[config.mk]
export PLATFORM = sky130hd
export DESIGN_NAME = uart_rx_frame_ctrl
export DESIGN_NICKNAME = d
export VERILOG_FILES = /design/src/rtl/uart_rx_frame_ctrl.sv
export SDC_FILE = /design/constraint.sdc
export NUM_CORES = 1
export LEC_CHECK = 0
export ABC_AREA = 0
export BUFFER_PORTS_ARGS = -buffer_cell sky130_fd_sc_hd__buf_4
export CAP_MARGIN = 20
export CORE_ASPECT_RATIO = 1.75
export CORE_UTILIZATION = 30
export CTS_CLUSTER_DIAMETER = 120
export CTS_CLUSTER_SIZE = 25
export DETAILED_ROUTE_END_ITERATION = 12
export SKIP_CTS_REPAIR_TIMING = 1
export SLEW_MARGIN = 10
export SYNTH_ARGS = -nofsm -noshare
export SYNTH_HDL_FRONTEND = slang
export SYNTH_SLANG_ARGS = --single-unit
[constraint.sdc]
create_clock -name clk -period 2.5 [get_ports clk]
set_input_delay 0.5 -clock clk [delete_from_list [all_inputs] [get_ports clk]]
set_output_delay 0.5 -clock clk [all_outputs]
set_load 0.02 [all_outputs]
[src/rtl/uart_rx_frame_ctrl.sv]
// rtl/uart_rx_frame_ctrl.sv - UART RX frame parser: FIFO drain, payload stream, checksum status
//
// Parses SYNC, LEN_HI, LEN_LO, LEN payload bytes and an XOR checksum byte from a
// first-word-fall-through RX FIFO. Payload bytes go out on a valid/ready stream.
// Each frame ends with a one-cycle good or error pulse. Frames that stall on an
// empty FIFO are abandoned after TIMEOUT empty cycles.
//
// Ports:
//   clk           system clock
//   rst_i         synchronous reset, active-high
//   fifo_empty_i  RX FIFO empty flag
//   fifo_data_i   FIFO head word, valid whenever !fifo_empty_i
//   fifo_rd_o     pop FIFO head this cycle (combinational)
//   pix_data_o    payload byte to the image pipeline
//   pix_valid_o   pix_data_o valid
//   pix_ready_i   downstream accepts when pix_valid_o & pix_ready_i
//   pix_last_o    marks the final payload byte of a frame
//   frame_ok_o    1-cycle pulse, checksum matched
//   frame_err_o   1-cycle pulse, checksum mismatch or timeout
//   busy_o        parser is inside a frame
//   frame_cnt_o   count of good frames, wraps 255 -> 0

module uart_rx_frame_ctrl #(
  parameter int                DATA_W    = 8,
  parameter int                LEN_W     = 16,
  parameter logic [DATA_W-1:0] SYNC_BYTE = 8'hA5,
  parameter int                TIMEOUT   = 50000
) (
  input  logic              clk,
  input  logic              rst_i,
  input  logic              fifo_empty_i,
  input  logic [DATA_W-1:0] fifo_data_i,
  output logic              fifo_rd_o,
  output logic [DATA_W-1:0] pix_data_o,
  output logic              pix_valid_o,
  input  logic              pix_ready_i,
  output logic              pix_last_o,
  output logic              frame_ok_o,
  output logic              frame_err_o,
  output logic              busy_o,
  output logic [7:0]        frame_cnt_o
);

  localparam int TO_W = $clog2(TIMEOUT + 1);

  localparam logic [2:0] ST_IDLE    = 3'd0;
  localparam logic [2:0] ST_LEN_HI  = 3'd1;
  localparam logic [2:0] ST_LEN_LO  = 3'd2;
  localparam logic [2:0] ST_PAYLOAD = 3'd3;
  localparam logic [2:0] ST_CHK     = 3'd4;

  logic [2:0]        state_q,     state_d;
  logic [DATA_W-1:0] len_hi_q,    len_hi_d;
  logic [LEN_W-1:0]  remain_q,    remain_d;
  logic [DATA_W-1:0] csum_q,      csum_d;
  logic [TO_W-1:0]   to_cnt_q,    to_cnt_d;
  logic [DATA_W-1:0] pix_data_q,  pix_data_d;
  logic              pix_valid_q, pix_valid_d;
  logic              pix_last_q,  pix_last_d;
  logic              frame_ok_q,  frame_ok_d;
  logic              frame_err_q, frame_err_d;
  logic [7:0]        frame_cnt_q, frame_cnt_d;

  logic              fifo_rd;
  logic              pix_free;
  logic              timeout_hit;
  logic [LEN_W-1:0]  len_full;

  // The output register can take a new byte when it is empty or being drained now.
  assign pix_free = !pix_valid_q || pix_ready_i;

  // Length as it will be once LEN_LO is consumed: held high byte plus FIFO head.
  assign len_full = LEN_W'({len_hi_q, fifo_data_i});

  // Fires on the TIMEOUT-th empty cycle since the last pop while inside a frame.
  assign timeout_hit = (state_q != ST_IDLE) && fifo_empty_i &&
                       (to_cnt_q == TO_W'(TIMEOUT - 1));

  always_comb begin
    fifo_rd = 1'b0;
    case (state_q)
      ST_PAYLOAD: fifo_rd = !fifo_empty_i && pix_free;
      default:    fifo_rd = !fifo_empty_i;
    endcase
    // A byte popped during reset would be lost, so hold off until reset is gone.
    if (rst_i) begin
      fifo_rd = 1'b0;
    end
  end

  always_comb begin
    state_d     = state_q;
    len_hi_d    = len_hi_q;
    remain_d    = remain_q;
    csum_d      = csum_q;
    pix_data_d  = pix_data_q;
    pix_valid_d = pix_valid_q;
    pix_last_d  = pix_last_q;
    frame_ok_d  = 1'b0;
    frame_err_d = 1'b0;
    frame_cnt_d = frame_cnt_q;

    // Accepted pixel leaves the register; a pop below may refill it this cycle.
    if (pix_valid_q && pix_ready_i) begin
      pix_valid_d = 1'b0;
      pix_last_d  = 1'b0;
    end

    case (state_q)
      ST_IDLE: begin
        if (fifo_rd && (fifo_data_i == SYNC_BYTE)) begin
          state_d = ST_LEN_HI;
        end
      end
      ST_LEN_HI: begin
        if (fifo_rd) begin
          len_hi_d = fifo_data_i;
          state_d  = ST_LEN_LO;
        end
      end
      ST_LEN_LO: begin
        if (fifo_rd) begin
          csum_d   = '0;
          remain_d = len_full;
          state_d  = (len_full == '0) ? ST_CHK : ST_PAYLOAD;
        end
      end
      ST_PAYLOAD: begin
        if (fifo_rd) begin
          pix_data_d  = fifo_data_i;
          pix_valid_d = 1'b1;
          pix_last_d  = (remain_q == LEN_W'(1));
          csum_d      = csum_q ^ fifo_data_i;
          remain_d    = remain_q - LEN_W'(1);
          if (remain_q == LEN_W'(1)) begin
            state_d = ST_CHK;
          end
        end
      end
      ST_CHK: begin
        if (fifo_rd) begin
          if (fifo_data_i == csum_q) begin
            frame_ok_d  = 1'b1;
            frame_cnt_d = frame_cnt_q + 8'd1;
          end else begin
            frame_err_d = 1'b1;
          end
          state_d = ST_IDLE;
        end
      end
      default: begin
        state_d = ST_IDLE;
      end
    endcase

    // Abort leaves any held pixel untouched so the stream contract survives.
    if (timeout_hit) begin
      state_d     = ST_IDLE;
      frame_err_d = 1'b1;
    end
  end

  always_comb begin
    to_cnt_d = to_cnt_q;
    if (state_q == ST_IDLE || fifo_rd || timeout_hit) begin
      to_cnt_d = '0;
    end else if (fifo_empty_i) begin
      to_cnt_d = to_cnt_q + TO_W'(1);
    end
  end

  always_ff @(posedge clk) begin
    if (rst_i) begin
      state_q     <= ST_IDLE;
      len_hi_q    <= '0;
      remain_q    <= '0;
      csum_q      <= '0;
      to_cnt_q    <= '0;
      pix_data_q  <= '0;
      pix_valid_q <= 1'b0;
      pix_last_q  <= 1'b0;
      frame_ok_q  <= 1'b0;
      frame_err_q <= 1'b0;
      frame_cnt_q <= '0;
    end else begin
      state_q     <= state_d;
      len_hi_q    <= len_hi_d;
      remain_q    <= remain_d;
      csum_q      <= csum_d;
      to_cnt_q    <= to_cnt_d;
      pix_data_q  <= pix_data_d;
      pix_valid_q <= pix_valid_d;
      pix_last_q  <= pix_last_d;
      frame_ok_q  <= frame_ok_d;
      frame_err_q <= frame_err_d;
      frame_cnt_q <= frame_cnt_d;
    end
  end

  assign fifo_rd_o   = fifo_rd;
  assign pix_data_o  = pix_data_q;
  assign pix_valid_o = pix_valid_q;
  assign pix_last_o  = pix_last_q;
  assign frame_ok_o  = frame_ok_q;
  assign frame_err_o = frame_err_q;
  assign busy_o      = (state_q != ST_IDLE);
  assign frame_cnt_o = frame_cnt_q;

endmodule

# After elaboration in Yosys (flattened, before gate mapping)
# Cells that the tools add are included.
[word_totals] reg_bits=71 input_bits=12
[classes] add_sub_neg=3 bitwise=3 n_eq_ne=14 reduce_logical=22 mux=27
[ops] cell="16-bit 2-to-1 mux" n=2
[ops] cell="16-bit case mux with 2 select lines" n=1
[ops] cell="3-bit 2-to-1 mux" n=7
[ops] cell="16-bit by 1-bit adder with 16-bit output (second input constant)" n=1
[ops] cell="16-bit by 1-bit == test with 1-bit output (second input constant)" n=1
[ops] cell="16-bit == test (second input constant)" n=1
[ops] cell="16-bit zero test" n=1
[ops] cell="8-bit 2-to-1 mux" n=2
[ops] cell="8-bit case mux with 2 select lines" n=1
[ops] cell="16-bit by 1-bit subtractor with 16-bit output (second input constant)" n=1
[ops] cell="3-bit case mux with 5 select lines" n=1
[ops] cell="1-bit 2-to-1 mux" n=13
[ops] cell="2-bit inequality test (second input constant)" n=6
[ops] cell="8-bit by 1-bit adder with 8-bit output (second input constant)" n=1
[ops] cell="8-bit == test" n=1
[ops] cell="8-bit == test (second input constant)" n=1
[ops] cell="8-bit XOR" n=1
[ops] cell="3-bit by 2-bit == test with 1-bit output (second input constant)" n=2
[ops] cell="3-bit AND reduction" n=2
[ops] cell="6-bit AND reduction" n=1
[ops] cell="1-bit logical AND" n=5
[ops] cell="2-bit AND reduction" n=2
[ops] cell="2-bit OR reduction" n=2
[ops] cell="3-bit by 1-bit == test with 1-bit output (second input constant)" n=1
[ops] cell="8 further kinds" n=12

# Depth between registers and ports, before layout
# Gate-level depths: netlist of the first run.
[logic_depth] depth_word=8 mapped_depth=8 depth_no_buf=6

# Worst setup path after synthesis of the first run
# OpenSTA, ideal clock, no wires.
[synth_path] path_kind="input to register" start="input port fifo_empty_i" end="register remain_q[13]" n_path_buf=0 path_slack_ns=0.538 t_arrival_ns=1.888 stages=5 required_time_ns=2.426 cell_sequence="or4b_4 -> a21oi_4 -> nand2_2 -> or4_1 -> a31oi_1"
[synth_via] elab_chain_len=6 elab_cells_between_ends=7 cone_classes="eq/ne: 2; mux: 2; reduce/logical: 3"
[synth_rtl] item="from (decl)" line="31" rtl="input logic fifo_empty_i,"
[synth_rtl] item="1-bit zero test (*)" line="82, 83"
[synth_rtl] item="1-bit logical AND" line="82" rtl="ST_PAYLOAD: fifo_rd = !fifo_empty_i && pix_free;"
[synth_rtl] item="1-bit 2-to-1 mux (*)" line="81" rtl="case (state_q)"
[synth_rtl] item="1-bit 2-to-1 mux (*)" line="86" rtl="if (rst_i) begin"
[synth_rtl] item="2-bit inequality test (no line)"
[synth_rtl] item="3-bit AND reduction (no line) (*)"
[synth_rtl] item="to (signal assigned)" line="188" rtl="remain_q <= remain_d;"
[synth_rtl] item="to (decl)" line="54" rtl="logic [LEN_W-1:0] remain_q, remain_d;"
# Every way passes the cells marked *; elsewhere a longest branch is shown, timed or not.
# A chain may end at the register's enable or synchronous reset.

# Worst setup path after layout of the first run
[layout_path] start="register state_q[2]" end="output port fifo_rd_o"
[layout_via] elab_chain_len=3
[layout_rtl] item="from (decl)" line="52" rtl="logic [2:0] state_q, state_d;"
[layout_rtl] item="from (signal assigned)" line="186" rtl="state_q <= state_d;"
[layout_rtl] item="3-bit by 2-bit == test with 1-bit output" line="81"
[layout_rtl] item="1-bit 2-to-1 mux" line="81"
[layout_rtl] item="1-bit 2-to-1 mux" line="86"
[layout_rtl] item="to (decl)" line="33" rtl="output logic fifo_rd_o,"
# Every way passes these cells.

==> results of run 1 <==
layout make-up:
| class | instances | area share (%) |
|---|---|---|
| clock buffer | 11 | 5.40 |
| clock inverter | 5 | 2.47 |
| inverter | 13 | 1.13 |
| multi-input combinational | 340 | 46.3 |
| sequential | 71 | 33.0 |
| tap | 135 | 3.92 |
| timing repair buffer | 45 | 7.83 |
cell usage in the layout (no fill, tap or decap), drive strengths merged, types with 6 or more instances in the layout:
cell type  instances
a31oi              6
a21oi             34
nand3b            11
clkbuf            11
and3              12
nand3             20
o21ai             23
dfxtp             71
nand2             50
o22ai              6
nor3              11
xnor2             21
nor2              54
buf               45
nor4               9
nand4             12
inv               12
critical path, delay by kind of cell (launching register included):
kind	cells	cell delay, ps
flip-flops	1	600
AND/OR/NAND/NOR	1	390
AO/OA/AOI/OAI	1	190
buffers and inverters	1	160
state kept, by name, summed over array words and instances, names as in the netlist:
register     flops
csum_q           8
frame_cnt_o      8
frame_err_o      1
frame_ok_o       1
len_hi_q         8
pix_data_o       8
pix_last_o       1
pix_valid_o      1
remain_q        16
state_q          3
to_cnt_q        16
metrics by stage:
stage | setup WS, ps | instances
2_1_floorplan | 538 | 454
3_3_place_gp | 314 | 604
3_5_place_dp | 278 | 604
4_1_cts | 334 | 620
5_1_grt | 228 | 620
6_report | 313 | 620
power groups by stage:
stage	clock (mW)	sequential (mW)	combinational [mW]
final	1.47	1.13	0.0832
after global routing	1.55	1.13	0.0894
after CTS	1.49	1.13	0.0833
after detailed placement	0	1.16	0.0826
after global placement	0	1.16	0.0826
after floorplan	0	1.16	0.0492
metal layers:
metal	track usage, %	vias to the layer above	routed length [µm]
li1	-	1676	-
met1	17.8	1624	3890
met2	30.4	81	5400
met3	4.16	26	371
met4	8.98	0	354
met5	0	-	0
worst max path at each step:
stage                 start  slack [ps]  depth (start not counted)           end
6_report         state_q[2]         310                          3     fifo_rd_o
5_1_grt          state_q[0]         230                          4     fifo_rd_o
4_1_cts          state_q[2]         330                          3     fifo_rd_o
3_5_place_dp   fifo_empty_i         280                          6  remain_q[13]
3_3_place_gp   fifo_empty_i         310                          6  remain_q[13]
2_1_floorplan  fifo_empty_i         540                          5  remain_q[13]
cells by family (layout without fill, tap and decap cells):
kind of cell	after synthesis	after routing	share of synthesized area (%)
flops	71	71	39.4
simple gates	210	210	30.1
mux	3	3	0.833
xor+xnor	26	26	6.32
fa+ha+maj	4	4	1.39
compound gates	97	97	16.8
buf+inv	43	74	5.14
==> results.json, run 1 <==
{
  "slew_headroom_pct": 61.0,
  "drv_cap": 0,
  "finalCritPeriodShare_pct": 87.5,
  "multiInputGateArea_um2": 2000,
  "clk_latency_ps": 340,
  "dieArea_um2": 12500,
  "area_growth_pct": 19.7,
  "grt_pass1_vias": 3356,
  "drt.antenna.violating_nets": 0,
  "hp-start": "fifo_data_i[0]",
  "drt_iter0_markers": 191,
  "worst_pin_slew_ps": 581,
  "final-seq-area_um2": 1420,
  "core_um2": 11600,
  "utilization_pct": 37.0,
  "gp_congestion": 0.850,
  "yosys.area.top_type": "dfxtp_1",
  "cp.arrival_ps": 1690,
  "fmax_ghz": 0.457,
  "die_w_um": 84.8,
  "synth-async-reset-ratio_pct": 0,
  "hold_ws_ps": 432,
  "synthFlopType": "dfxtp_1",
  "rows": 52,
  "hold_class": "in -> reg",
  "drcViolationCount": 1,
  "synth_common_cells": "dfxtp_1 (71), nor2_1 (54), nand2_1 (49)",
  "ctsRootBufferMaster": "clkbuf_16",
  "hold_path_depth": 3,
  "synth_top_area_share_pct": 39.4,
  "pwr-share-seq_pct": 42.1,
  "intPower_mw": 2.14,
  "synth_area_um2": 3600,
  "cp-end-kind": "output pin",
  "synth_edf_count": 0,
  "die_height_um": 147,
  "grt_pass1_wl_mm": 16.5,
  "rrSetupSlack_ps": 390,
  "start_kind": "flop",
  "r2r-end": "to_cnt_q[4]",
  "drt_wl_total_mm": 10.0,
  "syn-instance-count": 454,
  "r2r_cells": 6,
  "crit_fanout": 16,
  "dr.pass1.iters": 8,
  "min_period_ps": 2190,
  "setup_violations": 0,
  "drive_gt1_share_pct": 15.5,
  "finalHoldViolations": 0,
  "tns_ps": 0,
  "p_per_area_nw_per_um2": 623,
  "yosysSeqAreaShare_pct": 39.4,
  "synth_most_common_cell": "dfxtp_1",
  "fillerInstances": 1206,
  "drt-vias-per-instance": 5.50,
  "finalNetCount": 496,
  "hold-path-endpoint": "len_hi_q[0]",
  "port_buffers": 33,
  "power_switching_share_pct": 20.4,
  "synth.distinct_cells": 57,
  "antenna_found_initial": 0,
  "pwr-share-clk_pct": 54.8,
  "grt_usage_pct": 16.9,
  "violations": "DRC",
  "synth-seq-cells": 71,
  "crit_type": "reg -> out",
  "pwr-share-comb_pct": 3.1,
  "synthesis.nets": 470,
  "cts_tree": "built",
  "status": "finished with violations",
  "overflow": 0,
  "worstPathRequired_ps": 2000,
  "clock-sinks": 71,
  "htreeDepth": 3,
  "grt_max_degree": 28,
  "vias": 3407,
  "cts.clk_slew.worst_paths_ps": 50,
  "initial_utilization_pct": 30.9,
  "fin_skew_ps": 8.88,
  "placed_cell_area_um2": 3970,
  "vdd_drop_max_mv": 0.307,
  "r2r_start": "state_q[1]",
  "cts.path.max_buffers": 2,
  "syn_area_per_cell_um2": 7.94,
  "hpwlAfterDp_mm": 7.29,
  "diodes": 0,
  "yosys_warnings": 0,
  "cp_slowest_cell": "dfxtp_1",
  "totalPowerFinal_mw": 2.69,
  "finalMaxSlewViolations": 0,
  "routedWlPerCell_um": 16.1,
  "synthTopCellsByArea": "dfxtp_1 (39%), nor2_1 (5.6%), nand2_1 (5.1%)",
  "rsz0062_at_grt": "false",
  "p_sw_uw": 547,
  "ioPinCount": 34,
  "cp_slowest_stage_delay_ps": 600,
  "cts_inserted_buffers": 9,
  "p_leak_nw": 1.57,
  "final_area_um2": 4310,
  "path_cells": "and3b_2, a21oi_1, buf_4"
}
No activity file was read; power rests on OpenSTA's default activity.
==> inputs of run 2 (changes only) <==
--- a/config.mk
+++ b/config.mk
@@ -13,6 +13,7 @@
 export CTS_CLUSTER_DIAMETER = 120
 export CTS_CLUSTER_SIZE = 25
 export DETAILED_ROUTE_END_ITERATION = 12
+export MAX_ROUTING_LAYER = met4
 export SKIP_CTS_REPAIR_TIMING = 1
 export SLEW_MARGIN = 10
 export SYNTH_ARGS = -nofsm -noshare
==> run 2 against run 1 <==
  * The run still ends with DRC left
  * Die area did not move
  * Sequential power barely moved
  * Maximum frequency rose by 0.84%
  * Final cell count did not move
  * Sequential share of layout area did not move
  * Critical path depth rose by 1
  * Via count fell by 0.41%
  * Worst setup slack improved by 18 ps
  * Combinational power barely moved
  * Hold slack improved by 1.8 ps
  * Global-route usage rose by 0.54 points
  * Clock skew fell by 0.59 ps
  * Critical path type unchanged
  * Highest routed layer unchanged
==> results.json, run 2 (synthesis gave the netlist of run 1 again) <==
{
  "status": "finished with violations",
  "violations": "DRC",
  "p_per_area_nw_per_um2": 622,
  "routedWlPerCell_um": 16.1,
  "die_height_um": 147,
  "grt_usage_pct": 17.4,
  "rows": 52,
  "overflow": 0,
  "vdd_drop_max_mv": 0.304,
  "cts.clk_slew.worst_paths_ps": 60,
  "largestRegisters": "remain_q: 16 flops, to_cnt_q: 16 flops",
  "pwr-share-seq_pct": 42.2,
  "gp_congestion": 0.863,
  "pwr-share-clk_pct": 54.7,
  "grt_pass1_wl_mm": 16.5,
  "grt_max_degree": 28,
  "core_um2": 11600,
  "cp.arrival_ps": 1670,
  "grt_pass1_vias": 3365,
  "start_kind": "flop",
  "p_sw_uw": 544,
  "cp-end-kind": "output pin",
  "ctsRootBufferMaster": "clkbuf_16",
  "slew_headroom_pct": 60.7,
  "drt-vias-per-instance": 5.47,
  "placed_cell_area_um2": 3970,
  "finalHoldViolations": 0,
  "final_area_um2": 4310,
  "intPower_mw": 2.14,
  "cp_slowest_cell": "and3b_2",
  "drt.antenna.violating_nets": 0,
  "path_cells": "buf_4, and3b_2, a21oi_1, buf_4",
  "mostFrequentLayoutCells": "dfxtp_1 (71), nor2_1 (54), nand2_1 (49), buf_4 (45), a21oi_1 (33)",
  "fmax_ghz": 0.461,
  "drt_wl_total_mm": 9.98,
  "final-seq-area_um2": 1420,
  "hold_class": "in -> reg",
  "min_period_ps": 2170,
  "multiInputGateArea_um2": 2000,
  "tns_ps": 0,
  "die_w_um": 84.8,
  "cts_tree": "built",
  "cts.path.max_buffers": 2,
  "area_growth_pct": 19.7,
  "crit_path_frequent_cell": "buf_4",
  "pwr-share-comb_pct": 3.1,
  "port_buffers": 33,
  "final_common_cell": "dfxtp_1",
  "clock-sinks": 71,
  "fin_ws_ps": 331,
  "dr.pass1.iters": 8,
  "diodes": 0,
  "vias": 3393,
  "antenna_found_initial": 0,
  "finalCritPeriodShare_pct": 86.8,
  "dpl_worst_slack_ps": 278,
  "rsz0062_at_grt": "false",
  "ioPinCount": 34,
  "initial_utilization_pct": 30.9,
  "crit_type": "reg -> out",
  "setup_violations": 0,
  "power_switching_share_pct": 20.3,
  "p_leak_nw": 1.57,
  "worstPathRequired_ps": 2000,
  "fillerInstances": 1206,
  "utilization_pct": 37.0,
  "cts_inserted_buffers": 9,
  "drive_gt1_share_pct": 15.5,
  "finalMaxSlewViolations": 0,
  "clk_latency_ps": 340,
  "critPathBufInv": 2,
  "drcViolationCount": 1,
  "hpwlAfterDp_mm": 7.29,
  "htreeDepth": 3,
  "finalNetCount": 496,
  "dieArea_um2": 12500,
  "crit_fanout": 16,
  "drt_iter0_markers": 196,
  "fin_skew_ps": 8.29,
  "path_delay_family": "simple AND/OR/NAND/NOR gates",
  "drv_cap": 0,
  "worst_pin_slew_ps": 585,
  "cp_slowest_stage_delay_ps": 420
}
-- run 2: cell counts in the layout (fill, tap and decap cells not counted) --
No cell type changed its count.
-- run 2: worst min-delay path, stage by stage --
cell and delay, ps:
buf_4 130, nand2_1 50, o31ai_1 50
-- run 2: cell type report --
type / instances / area share (%)
clock buffer: 11 / 5.40
tap: 135 / 3.92
sequential: 71 / 33.0
multi-input combinational: 340 / 46.3
timing repair buffer: 45 / 7.83
inverter: 13 / 1.13
clock inverter: 5 / 2.47
-- run 2: metal layers --
metal	share of wire, %	GRT usage, %	wire length (µm)	up-vias
met4	3.6	8.98	361	0
met2	54	30.4	5420	72
met5	0	-	0	-
met1	39	18.0	3870	1621
met3	3.4	3.93	338	26
li1	-	-	-	1674
-- run 2: through the flow --
stage / hold WS (ps) / total power [mW] / instances
after detailed placement: 458 / 1.24 / 604
after global placement: 448 / 1.24 / 604
after CTS: 425 / 2.71 / 620
after floorplan: 442 / 1.21 / 454
final: 434 / 2.68 / 620
after global routing: 452 / 2.77 / 620
-- run 2: final timing paths --
kind,startpoint,to,slack [ps],depth (start not counted)
hold / removal,fifo_data_i[6],len_hi_q[6],430,3
hold reg to reg,pix_data_o[0],pix_data_o[0],460,2
setup / recovery,state_q[0],fifo_rd_o,330,4
setup reg to reg,state_q[1],to_cnt_q[4],390,6
-- run 2: power by group through the flow --
stage	clock network [mW]	registers [mW]	logic (mW)
floorplan	0	1.16	0.0492
global placement	0	1.16	0.0826
detailed placement	0	1.16	0.0826
CTS	1.49	1.13	0.0833
global route	1.55	1.13	0.0893
finish	1.47	1.13	0.0831
==> inputs of run 3 (changes only) <==
==> constraint.sdc (replaced) <==
create_clock -name clk -period 2.3 [get_ports clk]
set_input_delay 0.46 -clock clk [delete_from_list [all_inputs] [get_ports clk]]
set_output_delay 0.46 -clock clk [all_outputs]
set_load 0.02 [all_outputs]
==> run 3 against run 2 <==
  * The run still ends with DRC left
  * Final cell count rose by 1.8%
  * Wire length rose by 0.75%
  * Non-clock buffer count rose by 11
  * Critical endpoint unchanged
  * Sequential cell count did not move
  * Power rose by 0.67%
  * Global-route usage rose by 0.074 points
  * Clock skew fell by 0.84 ps
==> results.json, run 3 (synthesis gave the netlist of run 1 again) <==
{
  "area_growth_pct": 21.4,
  "clk_latency_ps": 340,
  "placed_cell_area_um2": 4080,
  "tns_ps": 0,
  "multiInputGateArea_um2": 2000,
  "ioPinCount": 34,
  "p_leak_nw": 1.61,
  "largestRegisters": "remain_q: 16 flops, to_cnt_q: 16 flops",
  "fin_skew_ps": 7.46,
  "min_period_ps": 2040,
  "finalCritPeriodShare_pct": 88.8,
  "rows": 52,
  "p_sw_uw": 593,
  "hpwlAfterDp_mm": 7.49,
  "drt-vias-per-instance": 5.39,
  "crit_type": "reg -> out",
  "pwr-share-comb_pct": 3.5,
  "final_common_cell": "dfxtp_1",
  "drt_wl_total_mm": 10.1,
  "pwr-share-seq_pct": 45.5,
  "cp-end-kind": "output pin",
  "grt_usage_pct": 17.5,
  "crit_fanout": 14,
  "drv_cap": 0,
  "dr.pass1.iters": 9,
  "overflow": 0,
  "violations": "DRC",
  "drcViolationCount": 1,
  "initial_utilization_pct": 30.9,
  "drive_gt1_share_pct": 17.3,
  "cts.path.max_buffers": 2,
  "diodes": 0,
  "pwr-share-clk_pct": 50.9,
  "ctsRootBufferMaster": "clkbuf_16",
  "final_area_um2": 4370,
  "port_buffers": 33,
  "drt.antenna.violating_nets": 0,
  "power_switching_share_pct": 22.0,
  "fmax_ghz": 0.490,
  "worst_pin_slew_ps": 538,
  "clock-sinks": 71,
  "drt_iter0_markers": 221,
  "cts.clk_slew.worst_paths_ps": 60,
  "vdd_drop_max_mv": 0.382,
  "cp.arrival_ps": 1580,
  "final_cells": 631,
  "worstPathRequired_ps": 1840,
  "gp_congestion": 0.801,
  "finalMaxSlewViolations": 0,
  "hold_class": "in -> reg",
  "dieArea_um2": 12500,
  "finalNetCount": 507,
  "cts_tree": "built",
  "vias": 3401,
  "mostFrequentLayoutCells": "dfxtp_1 (71), nor2_1 (54), buf_4 (54), nand2_1 (49), a21oi_1 (33)",
  "die_height_um": 147,
  "grt_pass1_wl_mm": 16.5,
  "antenna_found_initial": 0,
  "p_per_area_nw_per_um2": 618,
  "setup_violations": 0,
  "final-seq-area_um2": 1420,
  "htreeDepth": 3,
  "start_kind": "flop",
  "die_w_um": 84.8,
  "fillerInstances": 1190,
  "rsz0062_at_grt": "false",
  "finalHoldViolations": 0,
  "grt_max_degree": 23,
  "status": "finished with violations",
  "dp_cells": 615,
  "core_um2": 11600,
  "intPower_mw": 2.11,
  "grt_pass1_vias": 3320,
  "routedWlPerCell_um": 15.9,
  "slew_headroom_pct": 63.6,
  "cts_inserted_buffers": 9
}
[run 3: cell count changes in the layout (fill, tap and decap cells not counted)]
cell | previous run | this run
buf_12 | 0 | 2
clkinv_2 | 0 | 1
bufinv_16 | 3 | 1
clkinvlp_4 | 1 | 2
buf_4 | 45 | 54
[run 3: final timing paths]
path	start	endpoint	slack [ps]	cells past startpoint
setup / recovery	state_q[2]	fifo_rd_o	260	3
hold reg to reg	pix_data_o[0]	pix_data_o[0]	450	2
setup reg to reg	state_q[2]	remain_q[13]	310	5
hold / removal	rst_i	remain_q[11]	380	2
[run 3: final cells by class]
type | count | share of cell area (%)
clock buffers | 11 | 5.32
clock inverters | 5 | 1.34
inverters | 13 | 1.12
multi-input cells | 340 | 45.7
flip-flops and latches | 71 | 32.5
well taps | 135 | 3.86
repair buffers | 56 | 10.2
[run 3: through the flow]
step	power (mW)	setup slack, ps	utilization, %	hold WS, ps
after global placement	1.35	221	35.0	449
after detailed placement	1.35	163	35.0	453
after floorplan	1.31	378	-	442
final	2.70	257	37.5	384
after global routing	2.79	179	37.5	387
after CTS	2.73	265	37.5	379
[run 3: routing by layer]
layer	routed length [µm]	global-route usage (%)	up-vias
met2	5530	31.9	56
met5	0	-	-
met1	3980	17.7	1638
met4	290	9.75	0
met3	252	2.25	19
li1	-	-	1688
[run 3: critical path, stage by stage, from the launching register on]
cell and delay (ps):
dfxtp_1 580, and3b_2 330, a21oi_1 170, buf_4 160
[run 3: power by group through the flow]
stage | sequential [mW] | clock (mW) | combinational (mW)
after floorplan | 1.26 | 0 | 0.0535
after global placement | 1.26 | 0 | 0.0956
after detailed placement | 1.26 | 0 | 0.0954
after CTS | 1.23 | 1.41 | 0.0960
after global routing | 1.23 | 1.46 | 0.103
final | 1.23 | 1.38 | 0.0959
